==> src/rtl/dlock_if.sv <==
// Front-panel bundle for the combination lock: debounced keypad/control
// buttons toward the controller and the LOCK actuator drive back.
interface dlock_if;
    logic I0, I1, I2, I3, I4, I5, I6, I7, I8, I9;
    logic OPEN;
    logic CLOSE;
    logic SET;
    logic LOCK;

    modport master (
        output I0, I1, I2, I3, I4, I5, I6, I7, I8, I9,
        output OPEN, CLOSE, SET,
        input  LOCK
    );

    modport slave (
        input  I0, I1, I2, I3, I4, I5, I6, I7, I8, I9,
        input  OPEN, CLOSE, SET,
        output LOCK
    );
endinterface

==> src/rtl/dlock.sv <==
// Two-digit combination lock: rising-edge button decode, shift-in BCD entry,
// stored password and a locked/unlocked state driving LOCK.
//
// state       | meaning
// ST_LOCKED   | actuator locked; SET ignored, OPEN unlocks on matching code
// ST_UNLOCKED | actuator released; SET stores the entry as new password
module dlock (
    input  logic   CLK,
    input  logic   RESET_N,
    dlock_if.slave bus
);
    typedef enum logic {ST_LOCKED = 1'b0, ST_UNLOCKED = 1'b1} state_t;

    state_t      state, state_nxt;
    logic [12:0] btn, btn_prev, rise;
    logic [9:0]  key_rise;
    logic        key_single;
    logic [3:0]  key_val;
    logic        close_rise, open_rise, set_rise, ctrl_rise;
    logic [3:0]  digit1, digit2;
    logic [3:0]  pwd1, pwd2;
    logic        EQ;
    logic        lock_o;

    // bit order: [9:0] keys I9..I0, [10] SET, [11] OPEN, [12] CLOSE
    assign btn = {bus.CLOSE, bus.OPEN, bus.SET,
                  bus.I9, bus.I8, bus.I7, bus.I6, bus.I5,
                  bus.I4, bus.I3, bus.I2, bus.I1, bus.I0};

    assign rise       = btn & ~btn_prev;
    assign key_rise   = rise[9:0];
    assign set_rise   = rise[10];
    assign open_rise  = rise[11];
    assign close_rise = rise[12];
    assign ctrl_rise  = set_rise | open_rise | close_rise;

    // exactly one key edge this cycle; simultaneous keys are discarded
    assign key_single = (key_rise != 10'd0) && ((key_rise & (key_rise - 10'd1)) == 10'd0);

    always_comb begin
        key_val = 4'd0;
        for (int k = 0; k < 10; k++) begin
            if (key_rise[k]) key_val = 4'(k);
        end
    end

    assign EQ = ({digit1, digit2} == {pwd1, pwd2});

    always_ff @(posedge CLK or negedge RESET_N) begin
        if (!RESET_N) begin
            btn_prev <= 13'd0;
        end else begin
            btn_prev <= btn;
        end
    end

    always_ff @(posedge CLK or negedge RESET_N) begin
        if (!RESET_N) begin
            digit1 <= 4'd0;
            digit2 <= 4'd0;
        end else if (!ctrl_rise && key_single) begin
            digit1 <= digit2;
            digit2 <= key_val;
        end
    end

    // SET acts only when neither higher-priority control button rose
    always_ff @(posedge CLK or negedge RESET_N) begin
        if (!RESET_N) begin
            pwd1 <= 4'd0;
            pwd2 <= 4'd0;
        end else if (set_rise && !open_rise && !close_rise && state == ST_UNLOCKED) begin
            pwd1 <= digit1;
            pwd2 <= digit2;
        end
    end

    always_ff @(posedge CLK or negedge RESET_N) begin
        if (!RESET_N) begin
            state <= ST_LOCKED;
        end else begin
            state <= state_nxt;
        end
    end

    always_comb begin
        state_nxt = state;
        if (close_rise) begin
            state_nxt = ST_LOCKED;
        end else if (open_rise && EQ) begin
            state_nxt = ST_UNLOCKED;
        end
    end

    always_comb begin
        lock_o = 1'b1;
        if (state == ST_UNLOCKED) lock_o = 1'b0;
    end

    assign bus.LOCK = lock_o;
endmodule

==> src/flat_wrapper.sv <==
// flat-port wrapper written by rule: the top's interface ports become plain ports
module dlock_flat 
  (CLK, RESET_N, bus_I0, bus_I1, bus_I2, bus_I3, bus_I4, bus_I5, bus_I6, bus_I7, bus_I8, bus_I9, bus_OPEN, bus_CLOSE, bus_SET, bus_LOCK);
  dlock_if bus_i ();
  input  logic CLK;
  input  logic RESET_N;
  input wire logic [$bits(bus_i.I0)-1:0] bus_I0;
  input wire logic [$bits(bus_i.I1)-1:0] bus_I1;
  input wire logic [$bits(bus_i.I2)-1:0] bus_I2;
  input wire logic [$bits(bus_i.I3)-1:0] bus_I3;
  input wire logic [$bits(bus_i.I4)-1:0] bus_I4;
  input wire logic [$bits(bus_i.I5)-1:0] bus_I5;
  input wire logic [$bits(bus_i.I6)-1:0] bus_I6;
  input wire logic [$bits(bus_i.I7)-1:0] bus_I7;
  input wire logic [$bits(bus_i.I8)-1:0] bus_I8;
  input wire logic [$bits(bus_i.I9)-1:0] bus_I9;
  input wire logic [$bits(bus_i.OPEN)-1:0] bus_OPEN;
  input wire logic [$bits(bus_i.CLOSE)-1:0] bus_CLOSE;
  input wire logic [$bits(bus_i.SET)-1:0] bus_SET;
  output wire logic [$bits(bus_i.LOCK)-1:0] bus_LOCK;
  assign bus_i.I0 = bus_I0;
  assign bus_i.I1 = bus_I1;
  assign bus_i.I2 = bus_I2;
  assign bus_i.I3 = bus_I3;
  assign bus_i.I4 = bus_I4;
  assign bus_i.I5 = bus_I5;
  assign bus_i.I6 = bus_I6;
  assign bus_i.I7 = bus_I7;
  assign bus_i.I8 = bus_I8;
  assign bus_i.I9 = bus_I9;
  assign bus_i.OPEN = bus_OPEN;
  assign bus_i.CLOSE = bus_CLOSE;
  assign bus_i.SET = bus_SET;
  assign bus_LOCK = bus_i.LOCK;
  dlock u_core (.CLK(CLK), .RESET_N(RESET_N), .bus(bus_i));
endmodule
==> config.mk <==
export PLATFORM = sky130hd
export DESIGN_NAME = dlock_flat
export DESIGN_NICKNAME = d
export VERILOG_FILES = /design/src/rtl/dlock_if.sv /design/src/rtl/dlock.sv /design/src/flat_wrapper.sv
export SDC_FILE = /design/constraint.sdc
export NUM_CORES = 1
export LEC_CHECK = 0
export ABC_CLOCK_PERIOD_IN_PS = 6250
export CORE_MARGIN = 2
export CORE_UTILIZATION = 35
export CTS_BUF_LIST = sky130_fd_sc_hd__clkbuf_8
export CTS_CLUSTER_DIAMETER = 200
export DETAILED_ROUTE_END_ITERATION = 16
export SYNTH_ARGS = -nofsm -noshare
export SYNTH_HDL_FRONTEND = slang
export SYNTH_SLANG_ARGS = --single-unit
==> constraint.sdc <==
create_clock -name CLK -period 6.25 [get_ports CLK]
set_input_delay 1.25 -clock CLK [delete_from_list [all_inputs] [get_ports CLK]]
set_output_delay 1.25 -clock CLK [all_outputs]
set_load 0.005 [all_outputs]
==> metrics.md <==
| Metric | Value |
|---|---|
| Status | `complete, no violations` |
| Number of global-route vias before repair | `about 840` |
| Design Power | `a little under 0.6 mW` |
| Setup tns final | `0 ps` |
| CTS Buf Count | `5` |
| Comb pwr share | `a little under a quarter` |
| Initial antenna violation count | `0` |
| Warnings, synthesis | `0` |
| Mean post-synth cell area | `roughly 13 sq um` |
| Seq pwr share | `between 40% and 50%` |
| Net load switching power | `approximately 0.16 mW` |
| Post-Syn Area | `1360 sq um` |
| DRC viols | `0` |
| Pint | `about 0.42 mW` |
| Clk Tree Root Cell | `clkbuf_8` |
| Slowest cell on crit path | `or4_4` |
| GRT met3 Usage | `between 6 and 7%` |
| Die footprint | `approximately 4400 sq um` |
| Clock Path Buffers | `2` |
| Clock transition at path regs | `60 ps` |
| Core Util, Final | `44.8%` |
| Crit path DAT | `roughly 3500 ps` |
| # IOs | `16` |
| Levels on crit path | `7` |
| Worst Tran Pin Value | `roughly 560 ps` |
| Fin crit period | `between 3000 and 4000 ps` |
| Power Density | `~350 nW/um^2` |
| Delay of the slowest critical-path stage | `between 600 and 700 ps` |
| Vert. Die Dim | `between 60 and 70 um` |
| Post-CTS Setup Bufs | `0` |
| First-pass GRT wire length | `3980 um` |
| Hold path depth | `2` |
| Most frequent cells in the layout | `dfrtp_1, clkdlybuf4s50_1, mux2_2, mux2_4` |
| H-tree Lvls | `2` |
| Leakage | `0.748 nW` |
| Synthesized Nets | `roughly 120` |
| Placed cell count | `165` |
| Hold Path Class | `reg2reg` |
| Hold buffers post-CTS | `0` |
| Crit path launch type | `input pin` |
| FMAX | `0.304 GHz` |
| Max Slew Vio Count | `0` |
| Worst Skew | `roughly 6.8 ps` |
| Skew-Pair Late Insertion Delay | `280 ps` |
| Met2 Resource Use GR | `18.3%` |
| Detail Route Antenna Nets | `0` |
| Gr usage total | `about an eighth` |
| Final nets | `139` |
| CTS resizes | `0` |
| Num rows | `22` |
| Period utilisation layout | `a little over half` |
| Largest net degree at the start of global routing | `31` |
| Most common cell after layout, fill and taps aside | `dfrtp_1` |
| Fin cells | `approximately 170` |
| Sw frac | `27.4%` |
| Clock power frac | `between 20% and 30%` |
| Clock sink count | `30` |
| Global placer's final weighted congestion | `just under 0.8` |
| Die Width | `around 66 um` |
| Routed length per placed instance | `about 13 um` |
| Top Usage Layer GRT | `met2` |
| Starting DRT DRC Count | `43` |
| Total gr overflow | `0` |
| Area of the core | `3690 sq um` |
| Final wirelength | `approximately 2300 um` |
| Vias | `between 800 and 900` |
| # port buffers | `15` |
| Cell depth of the worst flop-to-flop path | `6` |
| Most common flop cell mapped by yosys | `dfrtp_1` |
| Post-synth ARST share | `100%` |
| Setup violators final | `0` |
| EDFF count, synth | `0` |
| Hpwl dp | `~1600 um` |
| RSZ-0062 raised after global routing | `no` |
| Sequential share of the synthesized area | `55.2%` |
| Slew margin rel. | `between 60% and 70%` |
| Worst setup EP type | `flop` |
| Seq cells post-synth | `30` |
| Crit-path cells | `clkdlybuf4s50_1 -> nor2b_1 -> or2_4 -> o31ai_1 -> nand2_1 -> or4_4 -> mux2_4` |
| GR met1 Demand/Resource | `15.9%` |
| Worst Path Required | `approximately 6400 ps` |
| Hold Violations, Final | `0` |
| VDD IR-drop max | `between 0.15 and 0.2 mV` |
| Worst path bufs/invs | `1` |
| Max Cap Viol | `0` |
| First drt pass iteration count | `4` |
| Crit Path Class | `in2reg` |
| Distinct cells, synth | `31` |
| Crit path max fanout | `8` |
| Initial Util | `between 30% and 40%` |
| Area grow syn2layout | `21.6%` |
| Crit-path leading delay family | `simple AND/OR/NAND/NOR gates` |
| Vias per cell | `between 4 and 5` |
| Post-Syn Instances | `approximately 100` |
| CTS tree | `built` |
| # diodes | `0` |
| Share of cells above drive strength 1 | `24.8%` |
## power by group through the flow
stage / combinational (mW) / sequential (mW) / clock [mW]
after floorplan: 0.108 / 0.276 / 0
after global placement: 0.134 / 0.285 / 0
after detailed placement: 0.136 / 0.289 / 0
after CTS: 0.139 / 0.285 / 0.162
after global routing: 0.148 / 0.291 / 0.174
final: 0.136 / 0.285 / 0.158
## stage by stage
stage | setup WS, ps | hold slack (ps) | area, sq um
after floorplan | 3230 | 479 | 1360
after global placement | 2770 | 509 | 1560
after detailed placement | 2680 | 499 | 1560
after CTS | 2970 | 526 | 1650
after global routing | 2830 | 541 | 1650
final | 2970 | 523 | 1650
## registers in the layout (all words and copies together) (netlist names)
| register | flops |
|---|---|
| u_core.btn_prev | 13 |
| u_core.digit1 | 4 |
| u_core.digit2 | 4 |
| u_core.pwd1 | 4 |
| u_core.pwd2 | 4 |
| u_core.state | 1 |
## area by class of cell
class	instances	area (sq um)
clock buffers	6	82.6
clock inverters	2	8.76
fillers	358	2040
inverters	4	15.0
multi-input cells	67	578
flip-flops and latches	30	751
well taps	48	60.1
repair buffers	16	158
## worst register-to-register path, stage by stage, from the launching register on
cell      delay (ps)
dfrtp_1          330
nand2b_1         180
nand4_2          150
o31ai_1          320
nand2_1           90
or4_4            650
mux2_4           330
## worst paths after layout
path	start	endpoint	slack, ps
max in group asynchronous	RESET_N	u_core.digit2[0]	4610
setup / recovery	bus_I5	u_core.digit2[0]	2970
hold / removal	u_core.btn_prev[12]	u_core.state	520
setup reg to reg	u_core.btn_prev[0]	u_core.digit2[0]	4090
hold reg to reg	u_core.btn_prev[12]	u_core.state	520
min in group asynchronous	RESET_N	u_core.btn_prev[11]	1360
## synthesized netlist by cell type (all sizes together), types with 2 or more instances
master / instances / area share [%]
nor3: 2 / 0.74
mux2: 16 / 15
nand2: 3 / 0.83
inv: 4 / 1.1
nand2b: 6 / 3.3
dfrtp: 30 / 55
nor2: 2 / 0.55
nor2b: 6 / 2.8
a21oi: 6 / 2.2
nor4: 2 / 2.0
xor2: 3 / 1.9
xnor2: 5 / 3.2
nand4: 4 / 2.3
## cells by family (layout without fill, tap and decap cells)
group	count (synthesis)	count (layout)	synth area share, %
buf+inv	6	28	2.21
flops	30	30	55.2
compound gates	13	13	6.17
xor+xnor	8	8	5.16
mux	17	17	16.2
simple gates	29	29	15.0
## metal layers
metal | share of wire, % | vias up
li1 | - | 403
met1 | 49 | 395
met2 | 43 | 16
met3 | 5.7 | 6
met4 | 2.0 | 0
met5 | 0 | -
(Power assumes the default switching activity.)
